`src/rtl/decode_issue_pkg.sv`:
```
// decode_issue_pkg: shared widths, register-zero constant and control-enable bit ordering
package decode_issue_pkg;
   localparam int XLEN_DEF   = 32;
   localparam int RA_W_DEF   = 5;
   localparam int FUNC_W_DEF = 10;
   localparam int LDC_W_DEF  = 3;
   localparam int CNT_W_DEF  = 16;
   localparam int REG_ZERO   = 0;
   localparam int EN_IMM         = 0;
   localparam int EN_REG_WR      = 1;
   localparam int EN_MEM_WR      = 2;
   localparam int EN_JMP         = 3;
   localparam int EN_UNCOND_JMP  = 4;
   localparam int EN_REL_REG_JMP = 5;
   localparam int N_EN           = 6;
   typedef logic [N_EN-1:0] en_vec_t;
endpackage

```
`src/rtl/decode_issue_stage_operand_fwd_mux.sv`:
```
// operand_fwd_mux: picks EX result, MEM result or register-file data for one source operand
module operand_fwd_mux
   import decode_issue_pkg::*;
#(
   parameter int XLEN = XLEN_DEF,
   parameter int RA_W = RA_W_DEF
) (
   input  logic [RA_W-1:0] i_src,
   input  logic [XLEN-1:0] i_rf_data,
   input  logic [RA_W-1:0] i_ex_a2,
   input  logic            i_ex_wr,
   input  logic            i_ex_is_load,
   input  logic [XLEN-1:0] i_ex_result,
   input  logic [RA_W-1:0] i_mem_a2,
   input  logic            i_mem_wr,
   input  logic [XLEN-1:0] i_mem_result,
   output logic [XLEN-1:0] o_data
);
   logic w_nz;
   logic w_ex_hit;
   logic w_mem_hit;
   // a load in EX has no data yet, so only ALU results are bypassed from EX
   always_comb begin
      w_nz      = i_src != RA_W'(REG_ZERO);
      w_ex_hit  = i_ex_wr && i_ex_a2 == i_src && !i_ex_is_load;
      w_mem_hit = i_mem_wr && i_mem_a2 == i_src;
      o_data    = !w_nz ? '0 : w_ex_hit ? i_ex_result : w_mem_hit ? i_mem_result : i_rf_data;
   end
endmodule

```
`src/rtl/decode_issue_stage.sv`:
```
// decode_issue_stage: operand forwarding, load-use stall and registered issue to execute
module decode_issue_stage
   import decode_issue_pkg::*;
#(
   parameter int XLEN   = XLEN_DEF,
   parameter int RA_W   = RA_W_DEF,
   parameter int FUNC_W = FUNC_W_DEF,
   parameter int LDC_W  = LDC_W_DEF,
   parameter int CNT_W  = CNT_W_DEF
) (
   input  logic              clk,
   input  logic              rst,
   input  logic              in_valid,
   output logic              in_ready,
   input  logic [RA_W-1:0]   dec_a0,
   input  logic [RA_W-1:0]   dec_a1,
   input  logic [RA_W-1:0]   dec_a2,
   input  logic [XLEN-1:0]   dec_imm,
   input  logic [FUNC_W-1:0] dec_func,
   input  logic [LDC_W-1:0]  dec_ld_code,
   input  logic              dec_en_imm,
   input  logic              dec_en_reg_wr,
   input  logic              dec_en_mem_wr,
   input  logic              dec_en_jmp,
   input  logic              dec_en_uncond_jmp,
   input  logic              dec_en_rel_reg_jmp,
   input  logic [XLEN-1:0]   d0,
   input  logic [XLEN-1:0]   d1,
   input  logic [RA_W-1:0]   ex_a2,
   input  logic              ex_wr,
   input  logic              ex_is_load,
   input  logic [XLEN-1:0]   ex_result,
   input  logic [RA_W-1:0]   mem_a2,
   input  logic              mem_wr,
   input  logic [XLEN-1:0]   mem_result,
   input  logic              flush,
   output logic              out_valid,
   input  logic              out_ready,
   output logic [XLEN-1:0]   alu_data1,
   output logic [XLEN-1:0]   alu_data2,
   output logic [XLEN-1:0]   data_to_mem,
   output logic [XLEN-1:0]   imm,
   output logic [FUNC_W-1:0] func,
   output logic [LDC_W-1:0]  ld_code,
   output logic [RA_W-1:0]   a2,
   output logic              en_imm,
   output logic              en_reg_wr,
   output logic              en_mem_wr,
   output logic              en_jmp,
   output logic              en_uncond_jmp,
   output logic              en_rel_reg_jmp,
   output logic [RA_W-1:0]   a2_hazard,
   output logic [CNT_W-1:0]  stall_cnt
);
   logic [XLEN-1:0]   w_src1;
   logic [XLEN-1:0]   w_src2;
   logic              w_load_use;
   logic              w_can_adv;
   logic              w_capture;
   logic              w_hold;
   en_vec_t           w_en_next;
   logic              r_valid;
   en_vec_t           r_en;
   logic [XLEN-1:0]   r_alu1;
   logic [XLEN-1:0]   r_alu2;
   logic [XLEN-1:0]   r_dmem;
   logic [XLEN-1:0]   r_imm;
   logic [FUNC_W-1:0] r_func;
   logic [LDC_W-1:0]  r_ld_code;
   logic [RA_W-1:0]   r_a2;
   logic [CNT_W-1:0]  r_stall_cnt;

   operand_fwd_mux #(.XLEN(XLEN), .RA_W(RA_W)) u_fwd0 (
      .i_src(dec_a0), .i_rf_data(d0), .i_ex_a2(ex_a2), .i_ex_wr(ex_wr),
      .i_ex_is_load(ex_is_load), .i_ex_result(ex_result), .i_mem_a2(mem_a2),
      .i_mem_wr(mem_wr), .i_mem_result(mem_result), .o_data(w_src1)
   );

   operand_fwd_mux #(.XLEN(XLEN), .RA_W(RA_W)) u_fwd1 (
      .i_src(dec_a1), .i_rf_data(d1), .i_ex_a2(ex_a2), .i_ex_wr(ex_wr),
      .i_ex_is_load(ex_is_load), .i_ex_result(ex_result), .i_mem_a2(mem_a2),
      .i_mem_wr(mem_wr), .i_mem_result(mem_result), .o_data(w_src2)
   );

   // hazard detection, handshake and the packed control-enable vector
   always_comb begin
      w_load_use = in_valid && ex_wr && ex_is_load && ex_a2 != RA_W'(REG_ZERO) &&
                   (ex_a2 == dec_a0 || (ex_a2 == dec_a1 && (!dec_en_imm || dec_en_mem_wr)));
      w_can_adv  = !r_valid || out_ready;
      w_hold     = r_valid && !out_ready;
      in_ready   = !w_load_use && w_can_adv;
      w_capture  = in_valid && in_ready && !flush;
      w_en_next                 = '0;
      w_en_next[EN_IMM]         = dec_en_imm;
      w_en_next[EN_REG_WR]      = dec_en_reg_wr;
      w_en_next[EN_MEM_WR]      = dec_en_mem_wr;
      w_en_next[EN_JMP]         = dec_en_jmp;
      w_en_next[EN_UNCOND_JMP]  = dec_en_uncond_jmp;
      w_en_next[EN_REL_REG_JMP] = dec_en_rel_reg_jmp;
   end

   // issue register: flush beats capture beats hold; bubbles and idle clear only valid and enables
   always_ff @(posedge clk or negedge rst) begin
      if (!rst) begin
         r_valid   <= 1'b0;
         r_en      <= '0;
         r_alu1    <= '0;
         r_alu2    <= '0;
         r_dmem    <= '0;
         r_imm     <= '0;
         r_func    <= '0;
         r_ld_code <= '0;
         r_a2      <= '0;
      end else if (flush) begin
         r_valid <= 1'b0;
         r_en    <= '0;
      end else if (w_capture) begin
         r_valid   <= 1'b1;
         r_en      <= w_en_next;
         r_alu1    <= w_src1;
         r_alu2    <= dec_en_imm ? dec_imm : w_src2;
         r_dmem    <= w_src2;
         r_imm     <= dec_imm;
         r_func    <= dec_func;
         r_ld_code <= dec_ld_code;
         r_a2      <= dec_a2;
      end else if (!w_hold) begin
         r_valid <= 1'b0;
         r_en    <= '0;
      end
   end

   // saturating count of load-use stall cycles
   always_ff @(posedge clk or negedge rst) begin
      if (!rst)
         r_stall_cnt <= '0;
      else if (w_load_use && !flush && r_stall_cnt != '1)
         r_stall_cnt <= r_stall_cnt + 1'b1;
   end

   assign out_valid      = r_valid;
   assign alu_data1      = r_alu1;
   assign alu_data2      = r_alu2;
   assign data_to_mem    = r_dmem;
   assign imm            = r_imm;
   assign func           = r_func;
   assign ld_code        = r_ld_code;
   assign a2             = r_a2;
   assign en_imm         = r_en[EN_IMM];
   assign en_reg_wr      = r_en[EN_REG_WR];
   assign en_mem_wr      = r_en[EN_MEM_WR];
   assign en_jmp         = r_en[EN_JMP];
   assign en_uncond_jmp  = r_en[EN_UNCOND_JMP];
   assign en_rel_reg_jmp = r_en[EN_REL_REG_JMP];
   assign a2_hazard      = dec_a2;
   assign stall_cnt      = r_stall_cnt;
endmodule

```
`config.mk`:
```
export PLATFORM = sky130hd
export DESIGN_NAME = decode_issue_stage
export DESIGN_NICKNAME = d
export VERILOG_FILES = /design/src/rtl/decode_issue_pkg.sv /design/src/rtl/decode_issue_stage_operand_fwd_mux.sv /design/src/rtl/decode_issue_stage.sv
export SDC_FILE = /design/constraint.sdc
export NUM_CORES = 1
export LEC_CHECK = 0
export ABC_AREA = 1
export BUFFER_PORTS_ARGS = -buffer_cell sky130_fd_sc_hd__buf_2
export CAP_MARGIN = 20
export CORE_MARGIN = 4
export CORE_UTILIZATION = 45
export DETAILED_ROUTE_END_ITERATION = 8
export HOLD_SLACK_MARGIN = 0.1
export PLACE_DENSITY = 0.89
export RECOVER_POWER = 100
export SETUP_SLACK_MARGIN = 0.1
export SYNTH_ARGS = -nofsm -noshare
export SYNTH_HDL_FRONTEND = slang
export SYNTH_SLANG_ARGS = --single-unit
export TNS_END_PERCENT = 5
```
`constraint.sdc`:
```
create_clock -name clk -period 1.6 [get_ports clk]
set_input_delay 0.32 -clock clk [delete_from_list [all_inputs] [get_ports clk]]
set_output_delay 0.32 -clock clk [all_outputs]
set_load 0.01 [all_outputs]
```
==> results of run 1 <==
state kept, by name, indices dropped and copies added (netlist names):
register and cells:
alu_data1 32, func 10, data_to_mem 32, imm 32, a2 5, r_en 6, out_valid 1, ld_code 3
alu_data2 32, stall_cnt 16
placed cells by master (no fill, tap or decap), types with 9 or more instances in the layout:
cell type and count:
clkbuf_1 174, nand4_1 38, nand3_2 13, buf_6 9
nand2_1 623, nand2_2 21, xor2_1 9, buf_4 57
nor2_1 12, buf_2 213, buf_12 11, nand3_1 195
dfrtp_1 169, o21ai_1 22, inv_1 134, clkbuf_16 18
dlygate4sd3_1 28, o21ai_0 54
stage by stage:
step	power [mW]	utilization, %	cells
final	12.5	63.0	2147
after global routing	13.1	63.0	2147
after CTS	12.7	63.5	2142
after detailed placement	8.43	58.7	2075
after global placement	8.33	58.7	2075
after floorplan	6.76	-	1425
how the worst min path moves through the flow:
stage,end,from,slack [ns],cells past startpoint
after floorplan,a2[0],rst,0.02,0
after global placement,imm[30],rst,0.33,1
after detailed placement,stall_cnt[2],rst,0.34,1
after CTS,imm[3],dec_imm[3],0.10,3
after global routing,imm[28],dec_imm[28],0.11,3
final,imm[13],dec_imm[13],0.12,3
power by group through the flow:
stage	registers (mW)	clock network [mW]	logic [mW]
2_1_floorplan	5.61	0	1.15
3_3_place_gp	5.35	0	2.98
3_5_place_dp	5.35	0	3.08
4_1_cts	5.29	4.22	3.15
5_1_grt	5.40	4.40	3.32
6_report	5.34	4.14	3.00
routing by layer:
| metal | wire length, um | GRT usage, % | share of wire (%) | up-vias |
|---|---|---|---|---|
| li1 | - | - | - | 5346 |
| met1 | 13800 | 36.5 | 37 | 5337 |
| met2 | 18500 | 52.7 | 49 | 759 |
| met3 | 3420 | 5.79 | 9.1 | 157 |
| met4 | 1880 | 13.7 | 5.0 | 0 |
| met5 | 0 | 0 | 0 | - |
what timing repair did:
action	CTS	global route
endpoints found under the hold margin	71	0
pin swaps	13	7
setup buffers	6	3
cloned	1	1
gates resized for setup	16	61
hold buffers	28	0
endpoints found under the setup margin	17	87
cell families after synthesis:
group                    share of synthesized area, %
flip-flops                                       43.7
adder cells (fa/ha/maj)                         0.129
buffers and inverters                            10.1
XOR/XNOR                                         1.36
AO/OA/AOI/OAI                                    4.43
AND/OR/NAND/NOR                                  40.2
critical path, cell delays in order, from the launching register on:
cell and delay [ns]:
dfrtp_1 0.40, nand2_1 0.12, nor3_1 0.34, nand2_2 0.14, nor2_4 0.12, nand2_2 0.07
nand2_2 0.08, nor2_4 0.07, clkbuf_16 0.16, nand3_1 0.09, nand2_1 0.08
layout make-up:
| type | instances | area (um2) |
|---|---|---|
| flip-flops and latches | 169 | 4230 |
| clock inverters | 14 | 155 |
| fillers | 1942 | 7800 |
| repair buffers | 507 | 2900 |
| diodes | 1 | 2.50 |
| clock buffers | 18 | 439 |
| well taps | 275 | 344 |
| multi-input cells | 1025 | 4700 |
| inverters | 138 | 518 |
==> flow_metrics.py, run 1 <==
metrics = {
    "run_status": {
        "status": "finished with violations",
        "violations": "negative setup slack",
    },
    "global_route": {
        "grt_antenna_before_repair": 1,
        "grt_max_degree": 61,
        "overflow": 0,
        "grt_pass1_vias": 11295,
        "grtUsageTotal_pct": 30.3,
        "grt_pass1_wl_um": 58500,
    },
    "worst_setup_path": {
        "rr_worst_depth": 10,
        "rr_endpoint": "stall_cnt[9]",
        "cp.required_ns": 1.91,
        "cp-startpoint": "stall_cnt[8]",
        "cp.arrival_ns": 2.09,
        "endpoint": "stall_cnt[9]",
        "r2r_slack_ns": -0.19,
        "worstSetupStartpointType": "flop",
        "rr_startpoint": "stall_cnt[8]",
        "cp-end-kind": "flop",
        "crit_path_max_fanout": 5,
        "path_class": "reg2reg",
    },
    "detailed_routing": {
        "ant_nets": 0,
        "wl_per_cell_um": 17.5,
        "firstDrtPassIters": 6,
        "drt_iter0_markers": 1150,
        "vias": 11599,
        "via_per_inst": 5.40,
        "routed_wirelength_um": 37600,
        "drc": 0,
    },
    "power_and_ir_drop": {
        "intPower_mw": 8.14,
        "ir_drop_v": 0.000585,
        "p_leak_nw": 7.36,
        "p_per_area_nw_per_um2": 940,
        "power_switching_mw": 4.34,
        "switching_share_pct": 34.8,
        "p_clk_share_pct": 33.2,
        "p_seq_share_pct": 42.8,
        "combPwrFrac_pct": 24.0,
    },
    "final_layout": {
        "finalInstanceArea_um2": 13300,
        "drive_gt1_share_pct": 21.4,
        "nets": 2071,
        "syn_to_final_growth_pct": 37.3,
    },
    "sta": {
        "worst_pin_slew_ns": 0.765,
        "hold_viol": 0,
        "rsz0062_at_grt": "true",
        "fin_ws_ns": -0.187,
        "fin_crit_sh_pct": 112,
        "fin_skew_ns": 0.00876,
        "slew_viol_final": 0,
        "hold_slack_ns": 0.118,
        "relSlewSlack_pct": 49.0,
        "finalCriticalPeriod_ns": 1.79,
        "max_freq_mhz": 560,
        "setup_viol": 17,
        "setup_tns_ns": -1.93,
    },
    "synthesis": {
        "ys_warn_count": 0,
        "ys_seq_area_share_pct": 43.7,
        "syn_inst": 1425,
        "synth_top_cells_by_area": "dfrtp_1, nand2_1, nand3_1",
        "synth_common_cells": "nand2_1, nand3_1, dfrtp_1",
        "ys_async_sr_fraction_pct": 100,
        "synthFlopType": "dfrtp_1",
        "synth_edf_count": 0,
        "yosysMostFrequentCell": "nand2_1",
        "syn_area_per_cell_um2": 6.79,
        "syn_area_um2": 9680,
        "ys_ff_latch": 169,
        "yosys.cell_types.count": 29,
        "synth_top_area_share_pct": 43.7,
        "syn-num-nets": 1638,
        "yosysTopAreaCell": "dfrtp_1",
    },
    "worst_hold_path": {
        "hold_path.class": "in2reg",
    },
    "clock_network": {
        "cts-root-buf": "clkbuf_16",
        "cts_buffers": 17,
        "cts_tree": "done",
        "clkLatencyLatePin_ns": 0.42,
        "htree_num_levels": 4,
        "path_clk_slew_ns": 0.08,
        "cts.sinks": 169,
        "clockBufferDepth": 2,
    },
    "die": {
        "start_util_pct": 45.9,
        "chipHeight_um": 155,
        "io_pins": 387,
        "core-area_um2": 21100,
        "die_area_um2": 23900,
        "rows": 53,
        "die_x_um": 155,
    },
    "flow_run": {
        "cap_viol_max_count": 0,
    },
    "place": {
        "globalplace.congestion": 0.930,
        "numPortBuffers": 386,
        "dp_slack_ns": -0.322,
        "dpl_cell_area_um2": 12400,
        "hpwl_um": 27600,
    },
}
(Power assumes the default switching activity.)
==> run 2, diff against run 1 <==
--- a/config.mk
+++ b/config.mk
@@ -5,14 +5,14 @@
 export SDC_FILE = /design/constraint.sdc
 export NUM_CORES = 1
 export LEC_CHECK = 0
-export ABC_AREA = 1
+export ABC_AREA = 0
 export BUFFER_PORTS_ARGS = -buffer_cell sky130_fd_sc_hd__buf_2
 export CAP_MARGIN = 20
 export CORE_MARGIN = 4
-export CORE_UTILIZATION = 45
+export CORE_UTILIZATION = 43
 export DETAILED_ROUTE_END_ITERATION = 8
 export HOLD_SLACK_MARGIN = 0.1
-export PLACE_DENSITY = 0.89
+export PLACE_DENSITY = 0.88
 export RECOVER_POWER = 100
 export SETUP_SLACK_MARGIN = 0.1
 export SYNTH_ARGS = -nofsm -noshare
==> run 2 against run 1 <==
Compared with the run above: the run still ends with negative setup slack left; synthesized cell count decreased by 38%; clock-buffer cell count is 1 lower; cell count is 24% lower; critical path type is now in2reg; highest routed layer is now met5.
==> flow_metrics.py, run 2 <==
metrics = {
    "worst_setup_path": {
        "crit_chain": "buf_2 -> xor2_2 -> nor3_4 -> o2bb2ai_4 -> buf_6 -> a21oi_4 -> buf_6 -> clkbuf_16 -> buf_6 -> mux2_2",
        "rr_startpoint": "out_valid",
        "worstSetupStartpointType": "input port",
        "slowest_delay_ns": 0.36,
        "rr_worst_depth": 7,
        "path_delay_family": "buffers and inverters",
        "cp.required_ns": 1.90,
        "critPathBufInv": 5,
        "cp.arrival_ns": 2.32,
        "rr_endpoint": "data_to_mem[16]",
        "path_class": "in2reg",
        "crit_path_frequent_cell": "buf_6",
        "crit_path_max_fanout": 6,
        "slowest_stage": "xor2_2",
        "cp-end-kind": "flop",
        "r2r_slack_ns": -0.28,
    },
    "clock_network": {
        "clkLatencyLatePin_ns": 0.42,
        "htree_num_levels": 4,
        "clockBufferDepth": 2,
        "path_clk_slew_ns": 0.08,
        "cts_tree": "done",
        "cts.sinks": 169,
        "cts_buffers": 17,
        "cts-root-buf": "clkbuf_16",
    },
    "final_layout": {
        "nets": 1557,
        "syn_to_final_growth_pct": 57.6,
        "most-common-layout-cells": "buf_2, dfrtp_1, nand2_1, nor2_1, mux2_4",
        "drive_gt1_share_pct": 56.3,
        "utilization_pct": 68.6,
        "n_fill_cell": 1378,
        "fin_cells": 1629,
        "final_common_cell": "buf_2",
        "finalInstanceArea_um2": 13800,
    },
    "die": {
        "core-area_um2": 20200,
        "die_area_um2": 22800,
        "chipHeight_um": 151,
        "die_x_um": 151,
        "io_pins": 387,
        "rows": 52,
        "start_util_pct": 43.6,
    },
    "place": {
        "hpwl_um": 24200,
        "dp_slack_ns": -0.667,
        "globalplace.congestion": 0.883,
        "numPortBuffers": 386,
        "dpl_cell_area_um2": 11800,
        "dp_cells": 1561,
    },
    "synthesis": {
        "ys_seq_area_share_pct": 48.1,
        "ys_warn_count": 0,
        "syn_area_um2": 8780,
        "synth_top_area_share_pct": 48.1,
        "syn_area_per_cell_um2": 9.94,
        "synth_top_cells_by_area": "dfrtp_1, mux2_2, nand2_1",
        "ys_async_sr_fraction_pct": 100,
        "syn_inst": 884,
        "ys_ff_latch": 169,
        "syn-num-nets": 1097,
        "yosysMostFrequentCell": "dfrtp_1",
        "synthFlopType": "dfrtp_1",
        "yosysTopAreaCell": "dfrtp_1",
        "synth_common_cells": "dfrtp_1, nand2_1, mux2_2",
        "synth_edf_count": 0,
        "yosys.cell_types.count": 36,
    },
    "global_route": {
        "grt_max_degree": 69,
        "grt_pass1_vias": 9530,
        "grt_pass1_wl_um": 50800,
        "overflow": 0,
        "grtUsageTotal_pct": 28.7,
        "grt_antenna_before_repair": 3,
    },
    "detailed_routing": {
        "ant_nets": 0,
        "drt_iter0_markers": 773,
        "drc": 0,
        "vias": 9630,
        "firstDrtPassIters": 6,
        "via_per_inst": 5.91,
        "routed_wirelength_um": 39500,
        "wl_per_cell_um": 24.3,
    },
    "power_and_ir_drop": {
        "ir_drop_v": 0.000678,
        "power.total_mw": 13.5,
        "p_per_area_nw_per_um2": 976,
        "p_leak_nw": 6.65,
    },
    "sta": {
        "hold_viol": 0,
        "setup_tns_ns": -47.37,
        "hold_slack_ns": 0.131,
        "fin_ws_ns": -0.416,
        "fin_crit_sh_pct": 126,
        "rsz0062_at_grt": "true",
        "fin_skew_ns": 0.00969,
        "relSlewSlack_pct": 32.4,
        "finalCriticalPeriod_ns": 2.02,
        "setup_viol": 172,
        "worst_pin_slew_ns": 1.01,
        "slew_viol_final": 0,
        "max_freq_mhz": 496,
    },
    "worst_hold_path": {
        "hold_path.class": "in2reg",
        "hp-start": "dec_func[7]",
        "whs_path_depth": 2,
        "hold_end": "func[7]",
    },
    "flow_run": {
        "cap_viol_max_count": 0,
    },
    "run_status": {
        "status": "finished with violations",
        "violations": "negative setup slack",
    },
}
-- run 2: worst max path at each step --
stage                      endpoint    startpoint  cells past startpoint
floorplan           data_to_mem[26]     dec_a1[4]                      8
global placement      alu_data1[12]     mem_a2[4]                      8
detailed placement    alu_data1[12]     mem_a2[4]                      8
CTS                   stall_cnt[14]  stall_cnt[0]                      7
global route        data_to_mem[16]     dec_a0[3]                     10
finish              data_to_mem[16]     dec_a0[3]                     10
-- run 2: repair_timing --
item / CTS / global route
hold buffers: 2 / 0
endpoints found under the setup margin: 170 / 169
pin swaps: 17 / 53
setup buffers: 5 / 16
hold endpoints to repair: 120 / 0
cloned: 0 / 12
gates resized for setup: 82 / 156
-- run 2: layout make-up --
cell class	instances	area [um2]	area share, %
clock buffers	17	425	3.07
multi-input cells	638	5020	36.3
repair buffers	515	3640	26.3
clock inverters	15	171	1.24
inverters	3	11.3	0.0814
flip-flops and latches	169	4230	30.6
well taps	270	338	2.44
diodes	2	5.00	0.0362
-- run 2: where the power goes --
part | switching, mW | total [mW] | internal [mW]
clock | 2.03 | 4.27 | 2.24
sequential | 0.473 | 5.46 | 4.99
combinational | 1.83 | 3.78 | 1.95
-- run 2: cells by family after synthesis --
logic type | count (synthesis) | synth area share [%]
simple gates | 317 | 14.6
compound gates | 170 | 14.7
flops | 169 | 48.1
mux | 115 | 14.7
buf+inv | 77 | 4.19
xor+xnor | 35 | 3.49
fa+ha+maj | 1 | 0.142
-- run 2: layer usage --
| metal | up-vias | GRT usage [%] | share of wire (%) |
|---|---|---|---|
| met2 | 745 | 49.1 | 49 |
| met3 | 148 | 8.92 | 11 |
| li1 | 4082 | - | - |
| met4 | 2 | 14.1 | 4.7 |
| met5 | - | 0 | 0.033 |
| met1 | 4653 | 32.4 | 35 |
